===== src/rtl/pipe_pkg.sv =====
// Shared constants and helpers for the pipe_chain register chain.
//   STAGES_MAX    largest legal chain depth
//   FLUSH_CNT_W   width of the saturating flush counter
//   FLUSH_HIT_W   width needed to count flushed slots in one cycle
//   occ_width()   width of an occupancy count for a given depth
//   slot_op_e     per-slot register control (hold / load / clear)
package pipe_pkg;

    localparam int STAGES_MAX  = 16;
    localparam int FLUSH_CNT_W = 16;
    localparam int FLUSH_HIT_W = $clog2(STAGES_MAX + 1);

    function automatic int occ_width(input int stages);
        return $clog2(stages + 1);
    endfunction

    typedef enum logic [1:0] {
        SLOT_HOLD  = 2'd0,
        SLOT_LOAD  = 2'd1,
        SLOT_CLEAR = 2'd2
    } slot_op_e;

endpackage


===== src/rtl/pipe_slot.sv =====
// One register slot of the chain: a valid bit plus payload.
// Ports:
//   clk, rst_n   clock and asynchronous active-low reset
//   op           hold, load (valid<=1, data<=load_data) or clear (valid<=0)
//   load_data    payload taken on a load
//   valid, data  registered slot contents
module pipe_slot
    import pipe_pkg::*;
#(
    parameter int DATA_W = 32
) (
    input  logic              clk,
    input  logic              rst_n,
    input  slot_op_e          op,
    input  logic [DATA_W-1:0] load_data,
    output logic              valid,
    output logic [DATA_W-1:0] data
);

    logic              valid_q, valid_d;
    logic [DATA_W-1:0] data_q, data_d;

    // A clear leaves the payload untouched; it is meaningless without valid.
    always_comb begin
        valid_d = valid_q;
        data_d  = data_q;
        case (op)
            SLOT_LOAD: begin
                valid_d = 1'b1;
                data_d  = load_data;
            end
            SLOT_CLEAR: valid_d = 1'b0;
            default: ;
        endcase
    end

    always_ff @(posedge clk or negedge rst_n) begin
        if (!rst_n) begin
            valid_q <= 1'b0;
            data_q  <= '0;
        end else begin
            valid_q <= valid_d;
            data_q  <= data_d;
        end
    end

    assign valid = valid_q;
    assign data  = data_q;

endmodule


===== src/rtl/pipe_chain.sv =====
// Elastic chain of STAGES register slots with bubble collapse, per-slot
// flush, global stall, registered occupancy and a saturating flush counter.
// Ports:
//   clk, rst_n              clock and asynchronous active-low reset
//   in_valid/in_ready/in_data     producer handshake into slot 0
//   out_valid/out_ready/out_data  consumer handshake from slot STAGES-1
//   stall                   freezes every slot; flush_mask ignored
//   flush_mask              bit i drops the entry in slot i at this edge
//   occupancy               registered count of valid slots
//   flush_count             saturating count of entries dropped by flush
module pipe_chain
    import pipe_pkg::*;
#(
    parameter  int DATA_W = 32,
    parameter  int STAGES = 4,
    localparam int OCC_W  = occ_width(STAGES)
) (
    input  logic                   clk,
    input  logic                   rst_n,
    input  logic                   in_valid,
    output logic                   in_ready,
    input  logic [DATA_W-1:0]      in_data,
    output logic                   out_valid,
    input  logic                   out_ready,
    output logic [DATA_W-1:0]      out_data,
    input  logic                   stall,
    input  logic [STAGES-1:0]      flush_mask,
    output logic [OCC_W-1:0]       occupancy,
    output logic [FLUSH_CNT_W-1:0] flush_count
);

    logic [STAGES-1:0] slot_valid;
    logic [DATA_W-1:0] slot_data [STAGES];
    slot_op_e          slot_op   [STAGES];

    // free[i]: slot i can take a new entry this edge.
    // move[i]: slot i loads this edge (from slot i-1, or from the input for i=0).
    logic [STAGES-1:0] free;
    logic [STAGES-1:0] move;
    logic [STAGES-1:0] valid_next;
    logic              fire_out;

    logic [OCC_W-1:0]       occ_q, occ_d;
    logic [FLUSH_CNT_W-1:0] flush_count_q, flush_count_d;
    logic [FLUSH_HIT_W-1:0] flush_hits;
    logic [FLUSH_CNT_W:0]   flush_sum;

    // Freedom ripples from the output end back toward the input so that an
    // entry can advance into a slot that is being vacated on the same edge.
    always_comb begin
        free     = '0;
        move     = '0;
        out_valid = slot_valid[STAGES-1] & ~flush_mask[STAGES-1] & ~stall;
        fire_out  = out_valid & out_ready;
        free[STAGES-1] = ~slot_valid[STAGES-1] | flush_mask[STAGES-1] | fire_out;
        for (int i = STAGES - 1; i >= 1; i--) begin
            move[i]   = slot_valid[i-1] & ~flush_mask[i-1] & free[i] & ~stall;
            free[i-1] = ~slot_valid[i-1] | flush_mask[i-1] | move[i];
        end
        in_ready = free[0] & ~stall;
        move[0]  = in_valid & in_ready;
    end

    always_comb begin
        valid_next = slot_valid;
        for (int i = 0; i < STAGES; i++) begin
            slot_op[i] = SLOT_HOLD;
            if (move[i]) begin
                slot_op[i]    = SLOT_LOAD;
                valid_next[i] = 1'b1;
            end else if (!stall && slot_valid[i] && free[i]) begin
                slot_op[i]    = SLOT_CLEAR;
                valid_next[i] = 1'b0;
            end
        end
    end

    for (genvar i = 0; i < STAGES; i++) begin : g_slot
        logic [DATA_W-1:0] load_data;
        if (i == 0) begin : g_head
            assign load_data = in_data;
        end else begin : g_body
            assign load_data = slot_data[i-1];
        end

        pipe_slot #(.DATA_W(DATA_W)) u_slot (
            .clk       (clk),
            .rst_n     (rst_n),
            .op        (slot_op[i]),
            .load_data (load_data),
            .valid     (slot_valid[i]),
            .data      (slot_data[i])
        );
    end

    // Occupancy tracks the valid bits as they will be after this edge so the
    // registered count lines up with the slot registers.
    always_comb begin
        occ_d = '0;
        for (int i = 0; i < STAGES; i++) begin
            occ_d = occ_d + OCC_W'(valid_next[i]);
        end
    end

    always_comb begin
        flush_hits = '0;
        if (!stall) begin
            for (int i = 0; i < STAGES; i++) begin
                flush_hits = flush_hits + FLUSH_HIT_W'(slot_valid[i] & flush_mask[i]);
            end
        end
        flush_sum     = {1'b0, flush_count_q} + (FLUSH_CNT_W + 1)'(flush_hits);
        flush_count_d = flush_sum[FLUSH_CNT_W] ? {FLUSH_CNT_W{1'b1}}
                                               : flush_sum[FLUSH_CNT_W-1:0];
    end

    always_ff @(posedge clk or negedge rst_n) begin
        if (!rst_n) begin
            occ_q         <= '0;
            flush_count_q <= '0;
        end else begin
            occ_q         <= occ_d;
            flush_count_q <= flush_count_d;
        end
    end

    assign out_data    = slot_data[STAGES-1];
    assign occupancy   = occ_q;
    assign flush_count = flush_count_q;

endmodule

===== config.mk =====
export PLATFORM = sky130hd
export DESIGN_NAME = pipe_chain
export DESIGN_NICKNAME = d
export VERILOG_FILES = /design/src/rtl/pipe_pkg.sv /design/src/rtl/pipe_slot.sv /design/src/rtl/pipe_chain.sv
export SDC_FILE = /design/constraint.sdc
export NUM_CORES = 1
export LEC_CHECK = 0
export ABC_AREA = 1
export CAP_MARGIN = 20
export CORE_MARGIN = 2
export CORE_UTILIZATION = 45
export CTS_BUF_LIST = sky130_fd_sc_hd__clkbuf_8
export CTS_CLUSTER_DIAMETER = 150
export DETAILED_ROUTE_END_ITERATION = 12
export GPL_TIMING_DRIVEN = 1
export PLACE_DENSITY = 0.69
export REMOVE_ABC_BUFFERS = 1
export SETUP_SLACK_MARGIN = 0.4
export SYNTH_ARGS = -nofsm -noshare
export SYNTH_HDL_FRONTEND = slang
export SYNTH_HIERARCHICAL = 1
export SYNTH_SLANG_ARGS = --single-unit
export TNS_END_PERCENT = 100

===== constraint.sdc =====
create_clock -name clk -period 3 [get_ports clk]
set_input_delay 0.45 -clock clk [delete_from_list [all_inputs] [get_ports clk]]
set_output_delay 0.45 -clock clk [all_outputs]
set_load 0.02 [all_outputs]

# After elaboration in Yosys (flattened, before gate mapping)
# Index checks and enable logic that the tools add are counted.
[totals] register_bits=151 input_bits=41 wordCells=95
[op_classes] addsub=7 eq_ne=8 mux=22 bitwise=35 n_reduce_logical=13
[op_table] cell="bitwise AND 1 bit" n=18
[op_table] cell="adder 16 x 5 -> 17 bit" n=1
[op_table] cell="2-to-1 mux 16 bit" n=1
[op_table] cell="2-to-1 mux 2 bit" n=8
[op_table] cell="inverter 1 bit" n=9
[op_table] cell="equality test 2 x 1 -> 1 bit (second input constant)" n=4
[op_table] cell="equality test 2 bit (second input constant)" n=4
[op_table] cell="logical AND 1 bit" n=8
[op_table] cell="2-to-1 mux 1 bit" n=8
[op_table] cell="bitwise OR 1 bit" n=8
[op_table] cell="one-hot mux 1 bit (2 select lines)" n=4
[op_table] cell="nonzero test 2 bit" n=4
[op_table] cell="adder 2 x 1 -> 3 bit" n=2
[op_table] cell="adder 1 x 1 -> 2 bit" n=2
[op_table] cell="adder 3 x 1 -> 4 bit" n=1
[op_table] cell="2-to-1 mux 4 bit" n=1
[op_table] cell="adder 3 x 1 -> 3 bit" n=1
[op_table] cell="zero test 1 bit" n=1

# Logic depth before layout (Yosys ltp)
# Gate-level depths: netlist of the first run.
[logic_depth] word_depth=20 ltp_mapped=16 mapped_depth_nobuf=16

# By module
# The synthesis of the first run kept the hierarchy.
[modules_own_cells] mod="pipe_slot" n_inst=4 cells_each=143 area_per_inst_um2=1358.8
[modules_own_cells] mod="pipe_chain" n_inst=1 cells_each=183 area_per_inst_um2=1411.4

# Worst setup path after synthesis of the first run
# Ideal clock, no wire load.
[synth_path] kind="in2reg" startpoint="input flush_mask[0]" endpoint="register flush_count_q[14] (netlist: flush_count[14])" setup_time_ns=0.127 arrival_ns=2.657 setup_slack_ns=0.216 path_stages=15 n_path_buf=0 path_cell_list="nand2_1 -> fa_1 -> inv_1 -> ha_1 -> inv_1 -> nor2_1 -> ha_1 -> inv_1 -> fa_1 -> inv_1 -> nand2_2 -> a21oi_4 -> nand3_1 -> o21ai_1 -> nand3_1"
[synth_via] elab_chain_len=7
[synth_lines] item="start: declaration" line="pipe_chain.sv:27" text="input logic [STAGES-1:0] flush_mask,"
[synth_lines] item="bitwise AND 1 bit" line="pipe_chain.sv:109" text="flush_hits = flush_hits + FLUSH_HIT_W'(slot_valid[i] & flush_mask[i]);"
[synth_lines] item="adder 1 x 1 -> 2 bit" line="pipe_chain.sv:109"
[synth_lines] item="adder 2 x 1 -> 3 bit" line="pipe_chain.sv:109"
[synth_lines] item="adder 3 x 1 -> 4 bit" line="pipe_chain.sv:109"
[synth_lines] item="2-to-1 mux 4 bit" line="pipe_chain.sv:107" text="if (!stall) begin"
[synth_lines] item="adder 16 x 5 -> 17 bit" line="pipe_chain.sv:112" text="flush_sum = {1'b0, flush_count_q} + (FLUSH_CNT_W + 1)'(flush_hits);"
[synth_lines] item="2-to-1 mux 16 bit" line="pipe_chain.sv:113" text="flush_count_d = flush_sum[FLUSH_CNT_W] ? {FLUSH_CNT_W{1'b1}}"
[synth_lines] item="named net flush_count_d[14]" line="pipe_chain.sv:44" text="logic [FLUSH_CNT_W-1:0] flush_count_q, flush_count_d;"
[synth_lines] item="end signal: assignment" line="pipe_chain.sv:123" text="flush_count_q <= flush_count_d;"
[synth_lines] item="end: declaration" line="pipe_chain.sv:44"
# The timed path passes the listed nets, and every way through them passes these cells.
# A chain may end at the register's enable or synchronous reset.

# Worst setup path after layout of the first run
[layout_path] startpoint="register g_slot[0].u_slot.valid_q" endpoint="register flush_count_q[9] (netlist: flush_count[9])"
[layout_via] elab_chain_len=7
[layout_lines] item="start: declaration" line="pipe_slot.sv:20" text="logic valid_q, valid_d;"
[layout_lines] item="start signal: assignment" line="pipe_slot.sv:42" text="valid_q <= valid_d;"
[layout_lines] item="bitwise AND 1 bit" line="pipe_chain.sv:109"
[layout_lines] item="adder 1 x 1 -> 2 bit" line="pipe_chain.sv:109"
[layout_lines] item="adder 2 x 1 -> 3 bit" line="pipe_chain.sv:109"
[layout_lines] item="adder 3 x 1 -> 4 bit" line="pipe_chain.sv:109"
[layout_lines] item="2-to-1 mux 4 bit" line="pipe_chain.sv:107"
[layout_lines] item="adder 16 x 5 -> 17 bit" line="pipe_chain.sv:112"
[layout_lines] item="2-to-1 mux 16 bit" line="pipe_chain.sv:113"
[layout_lines] item="named net flush_count_d[9]" line="pipe_chain.sv:44"
# The timed path passes the listed nets, and every way through them passes these cells.

==> impl_metrics.yaml, run 1 <==
run_status:
  status: "complete, no violations"
global_route:
  antenna_found_initial: 0
  gr-total-overflow: 0
  grt_pass1_wl_um: 23400
  grtUsageTotal_pct: 18.2
  grt_pass1_vias: 4851
  grt_max_degree: 72
synthesis:
  netlist.area_leader.share_pct: 55.2
  yosysTopAreaCell: "dfrtp_1"
  syn_inst: 755
  yosysSeqAreaShare_pct: 55.2
  synthFlopType: "dfrtp_1"
  synth.cell_area_mm2: 0.00685
  synth-seq-cells: 151
  synth-edff-count: 0
  ys_warn_count: 6
  ys_top_cells_by_area: "dfrtp_1 55%, nand2_1 21%, nand2_2 4.0%"
  syn_avg_cell_area_um2: 9.07
  ys_types: 35
  synthArstFlopShare_pct: 100
final_layout:
  mostFrequentLayoutCells: "383 x nand2_1, 151 x dfrtp_1, 87 x clkdlybuf4s50_1, 47 x nand2_2, 43 x inv_1"
  syn_to_final_growth_pct: 22.3
  drive_gt1_share_pct: 17.0
  fin_util_pct: 55.7
  nets: 925
  antenna_cells: 0
  fin_cells: 1066
  final_area_mm2: 0.00837
  final_common_cell: "nand2_1"
setup_path:
  reg2reg_setup_slack_ns: 0.16
  required_ns: 3.38
  critPathTopFamily: "adder cells"
  critical_path_class: "flop to flop"
  cp_max_fo: 5
  worst_path_largest_cell_delay_ns: 0.53
  crit_buf_inv: 5
  r2r_start: "g_slot[0].u_slot/valid"
  critPathLaunchType: "flop"
  critPathArrivalTime_ns: 3.22
  path_cells: "nand2_2, fa_1, inv_1, ha_1, inv_1, nor2_2, ha_2, inv_2, fa_2, inv_2, nand2_4, a21oi_4, nand4_1, buf_4, nand3_2"
  worst_r2r_endpoint: "flush_count[9]"
  cp-end-kind: "flop"
  cpMaxStageDelayCell: "fa_1"
  reg2regPathDepth: 15
placed_design:
  io_buffers: 93
  routabilityCongestion: 0.806
  dpl_cell_area_mm2: 0.00784
  place_hpwl_um: 8950
  post-place-cells: 1028
floorplanning:
  rows: 45
  start_util_pct: 45.5
  fp.dieW_um: 127
  die-area_mm2: 0.0162
  io_pins: 94
  die_h_um: 127
  fp.coreArea_mm2: 0.0150
timing:
  post-route-min-period_ns: 2.84
  clock_skew_ns: 0.00900
  max_freq_ghz: 0.352
  finalCritPeriodShare_pct: 94.8
  final_max_slew_viol_count: 0
  setup_viol: 0
  rsz0062_at_grt: "yes"
  finalHoldViolations: 0
  relSlewSlack_pct: 55.3
  worst_slew_pin_slew_ns: 0.671
clocking:
  cts_tree: "built"
  cts_root_buf: "clkbuf_8"
  htreeDepth: 4
  numCtsBuffers: 17
  clkSinkCount: 151
  clkTransAtPathRegs_ns: 0.08
  clockBufferDepth: 2
  hold_buffers: 0
  clk_latency_ns: 0.44
power:
  leakage_nw: 4.40
  ir_drop_mv: 0.491
  p_per_area_mw_per_mm2: 878
flow_run:
  drv_cap: 0
routing:
  routed_wl_um: 13700
  drtAntennaViolNets: 0
  drt_iter0_drc: 299
  first_pass_iters: 4
  num_vias: 4946
  via_per_inst: 4.64
  route.detailed.drc: 0
  drt-wirelength-per-cell_um: 12.8
hold_path:
  min_path_type: "input pin to asynchronous set/reset pin"
-- final cells by class --
type | count | area, um2
inverters | 49 | 214
clock inverters | 13 | 154
well taps | 188 | 235
fillers | 1417 | 6660
repair buffers | 122 | 1190
multi-input cells | 525 | 2550
clock buffers | 18 | 248
flip-flops and latches | 151 | 3780
-- per-layer routing --
metal	up-vias	part of all wire (%)	global-route usage (%)
li1	2524	-	-
met1	2313	45	23.5
met2	80	49	29.9
met3	29	2.9	3.73
met4	0	2.9	8.08
met5	-	0	0
-- state kept, by name, summed over array words and instances (netlist names) --
register and count:
occupancy 3, flush_count 16, g_slot.u_slot/valid 4, g_slot.u_slot/data 128
-- worst reg2reg max path, stage by stage, from the launching register on --
cell,delay [ns]
dfrtp_1,0.37
nand2_2,0.07
fa_1,0.53
inv_1,0.04
ha_1,0.26
inv_1,0.04
nor2_2,0.08
ha_2,0.19
inv_2,0.04
fa_2,0.35
inv_2,0.09
nand2_4,0.06
a21oi_4,0.19
nand4_1,0.21
buf_4,0.21
nand3_2,0.06
-- power by group --
part           internal (W)  switching [W]  total, W  leakage [nW]
combinational       0.00111        0.00138   0.00249          2.26
clock              0.000837       0.000746   0.00158         0.208
sequential          0.00281       0.000478   0.00328          1.93
-- worst max path at each step --
| stage | from | to | slack, ns | depth (start not counted) |
|---|---|---|---|---|
| 6_report | g_slot[0].u_slot/valid | flush_count[9] | 0.16 | 15 |
| 5_1_grt | g_slot[0].u_slot/valid | flush_count[1] | -0.01 | 15 |
| 4_1_cts | g_slot[0].u_slot/valid | flush_count[9] | 0.07 | 15 |
| 3_5_place_dp | flush_mask[0] | flush_count[14] | -0.46 | 16 |
| 3_3_place_gp | flush_mask[0] | flush_count[14] | -0.41 | 16 |
| 2_1_floorplan | flush_mask[0] | flush_count[14] | 0.14 | 14 |
-- timing repair --
action,in CTS,in global routing
gates resized for setup,19,8
buffers inserted,3,3
setup endpoints to repair,17,16
cloned,1,0
pin swaps,15,6
-- logic make-up (layout without fill, tap and decap cells) --
kind of cell,Yosys count,count (layout),synth area share (%)
xor+xnor,3,3,0.384
buf+inv,79,202,8.92
simple gates,488,488,30.3
compound gates,16,16,1.63
fa+ha+maj,18,18,3.62
flops,151,151,55.2
-- per-stage QoR --
step                      setup WS [ns]  setup TNS [ns]  total power, W  hold WS [ns]
after global routing            -0.0124         -0.0277         0.00791        0.0560
after global placement           -0.409           -5.72         0.00565         0.453
after detailed placement         -0.456           -6.41         0.00573         0.458
after CTS                        0.0726               0         0.00739        0.0194
after floorplan                   0.135               0         0.00469         0.154
final                             0.156               0         0.00735        0.0158
-- synthesized netlist by cell type, types with 4 or more instances --
cell	instances
buf_12	4
buf_6	13
clkbuf_8	12
dfrtp_1	151
ha_1	15
inv_1	43
inv_8	4
nand2_1	387
nand2_2	44
nand3_1	16
nand4_1	4
nor2_1	10
nor2_2	7
nor3_1	8
o21ai_0	6
Note: power is estimated with default switching activity, not from simulation.
==> run 2, diff against run 1 <==
PLACE_DENSITY = 0.68   (was 0.69)
==> impl_metrics.yaml, run 2 (synthesis results as in run 1) <==
setup_path:
  worst_path_largest_cell_delay_ns: 0.53
  cpMaxStageDelayCell: "fa_1"
  critical_path_class: "flop to flop"
  crit_buf_inv: 5
  cp_max_fo: 5
  required_ns: 3.40
  critPathArrivalTime_ns: 3.22
  critPathTopFamily: "adder cells"
  cp-end-kind: "flop"
  path_cells: "nand2_2, fa_1, inv_1, ha_1, inv_1, nor2_2, ha_2, inv_2, fa_2, inv_2, nand2_4, a21oi_4, nand4_1, buf_4, nand3_2"
  critPathLaunchType: "flop"
routing:
  num_vias: 4894
  route.detailed.drc: 0
  first_pass_iters: 5
  via_per_inst: 4.57
  drt_iter0_drc: 303
  drt-wirelength-per-cell_um: 12.4
  routed_wl_um: 13300
  drtAntennaViolNets: 0
timing:
  hold_ws_ns: 0.471
  rsz0062_at_grt: "yes"
  final_max_slew_viol_count: 0
  clock_skew_ns: 0.0112
  worst_slew_pin_slew_ns: 0.656
  tns_ns: 0
  finalCritPeriodShare_pct: 94.3
  setup_ws_ns: 0.172
  finalHoldViolations: 0
  post-route-min-period_ns: 2.83
  max_freq_ghz: 0.354
  relSlewSlack_pct: 56.3
  setup_viol: 0
power:
  seq_power_share_pct: 43.5
  intPower_w: 0.00489
  leakage_nw: 4.45
  p_comb_share_pct: 33.2
  power_switching_w: 0.00265
  p_per_area_mw_per_mm2: 888
  switching_share_pct: 35.1
  p_clk_share_pct: 23.3
  ir_drop_mv: 0.388
placed_design:
  dp_slack_ns: -0.477
  post-place-cells: 1031
  place_hpwl_um: 8790
  io_buffers: 93
  routabilityCongestion: 0.860
clocking:
  htreeDepth: 4
  cts_root_buf: "clkbuf_8"
  clockBufferDepth: 2
  clk_latency_ns: 0.45
  numCtsBuffers: 17
  clkSinkCount: 151
  cts_tree: "built"
  clkTransAtPathRegs_ns: 0.09
final_layout:
  final_common_cell: "nand2_1"
  drive_gt1_share_pct: 18.2
  regMostFlops: "g_slot.u_slot/data"
  largest_reg_flops: 128
  syn_to_final_growth_pct: 24.0
  antenna_cells: 0
  nets: 930
  mostFrequentLayoutCells: "379 x nand2_1, 151 x dfrtp_1, 88 x clkdlybuf4s50_1, 50 x nand2_2, 41 x inv_1"
  fin_cells: 1072
run_status:
  status: "complete, no violations"
floorplanning:
  io_pins: 94
  fp.coreArea_mm2: 0.0150
  fp.dieW_um: 127
  rows: 45
  die-area_mm2: 0.0162
  start_util_pct: 45.5
  die_h_um: 127
global_route:
  grt_pass1_vias: 4849
  grt_max_degree: 70
  grt_pass1_wl_um: 22800
  gr-total-overflow: 0
  antenna_found_initial: 0
  grtUsageTotal_pct: 17.9
flow_run:
  drv_cap: 0
hold_path:
  min_path_type: "flop to flop"
==> run 2: cell count changes in the layout (fill, tap and decap cells not counted), sizes merged <==
cell	change
clkinv	-1
clkdlybuf4s50	+1
dlygate4sd3	+1
clkbuf	+1
dlygate4sd2	-2
dlymetal6s2s	+1
bufinv	+1
buf	+4
==> run 2: area by class of cell <==
class | count | area, um2
inverter | 49 | 214
multi-input combinational | 525 | 2570
tap | 188 | 235
sequential | 151 | 3780
clock buffer | 19 | 262
fill | 1364 | 6540
timing repair buffer | 127 | 1240
clock inverter | 13 | 193
==> run 2: path summary, 6_finish.rpt <==
check | start | endpoint | slack, ns | depth (start not counted)
worst max register to register | g_slot[3].u_slot/valid | flush_count[9] | 0.17 | 15
max in group asynchronous | rst_n | g_slot[2].u_slot/data[31] | 1.61 | 3
worst min register to register | g_slot[2].u_slot/data[10] | g_slot[3].u_slot/data[10] | 0.47 | 2
worst min-delay path | g_slot[2].u_slot/data[10] | g_slot[3].u_slot/data[10] | 0.47 | 2
min in group asynchronous | rst_n | flush_count[9] | 0.56 | 2
worst max-delay path | g_slot[3].u_slot/valid | flush_count[9] | 0.17 | 15
==> run 2: layer usage <==
metal | vias up | global-route usage (%) | part of all wire, %
met5 | - | 0 | 0
met2 | 82 | 29.5 | 48
li1 | 2524 | - | -
met4 | 0 | 7.82 | 3.4
met3 | 28 | 4.31 | 3.2
met1 | 2260 | 22.8 | 45
==> run 2: through the flow <==
step | power (W) | instance area [um2] | utilization [%]
CTS | 0.00756 | 8380 | 55.8
detailed placement | 0.00572 | 7850 | 52.2
global placement | 0.00566 | 7850 | 52.2
finish | 0.00754 | 8490 | 56.5
global route | 0.00812 | 8490 | 56.5
floorplan | 0.00469 | 6450 | -
==> run 2: worst min-delay path: cells and delay by family (launching register included) <==
kind,cells,cell delay (ns)
flip-flops,1,0.35
AND/OR/NAND/NOR,2,0.10
==> run 2: what timing repair did <==
item                                   CTS  global route
buffers inserted                         3             5
endpoints found under the hold margin    4             0
resized for setup                       17            19
hold buffers                             1             0
pin swaps                               14            15
setup endpoints to repair               17            17
==> run 2: power by group through the flow <==
stage | sequential, W | combinational, W | clock (W)
after CTS | 0.00328 | 0.00247 | 0.00180
after detailed placement | 0.00331 | 0.00240 | 0
after global routing | 0.00338 | 0.00284 | 0.00189
after floorplan | 0.00350 | 0.00120 | 0
final | 0.00328 | 0.00250 | 0.00175
after global placement | 0.00330 | 0.00236 | 0
==> run 3, diff against run 2 <==
CAP_MARGIN = 15   (was 20)
==> results of run 3 <==
Same layout as run 2: the final DEF is identical, and so are final timing and power.
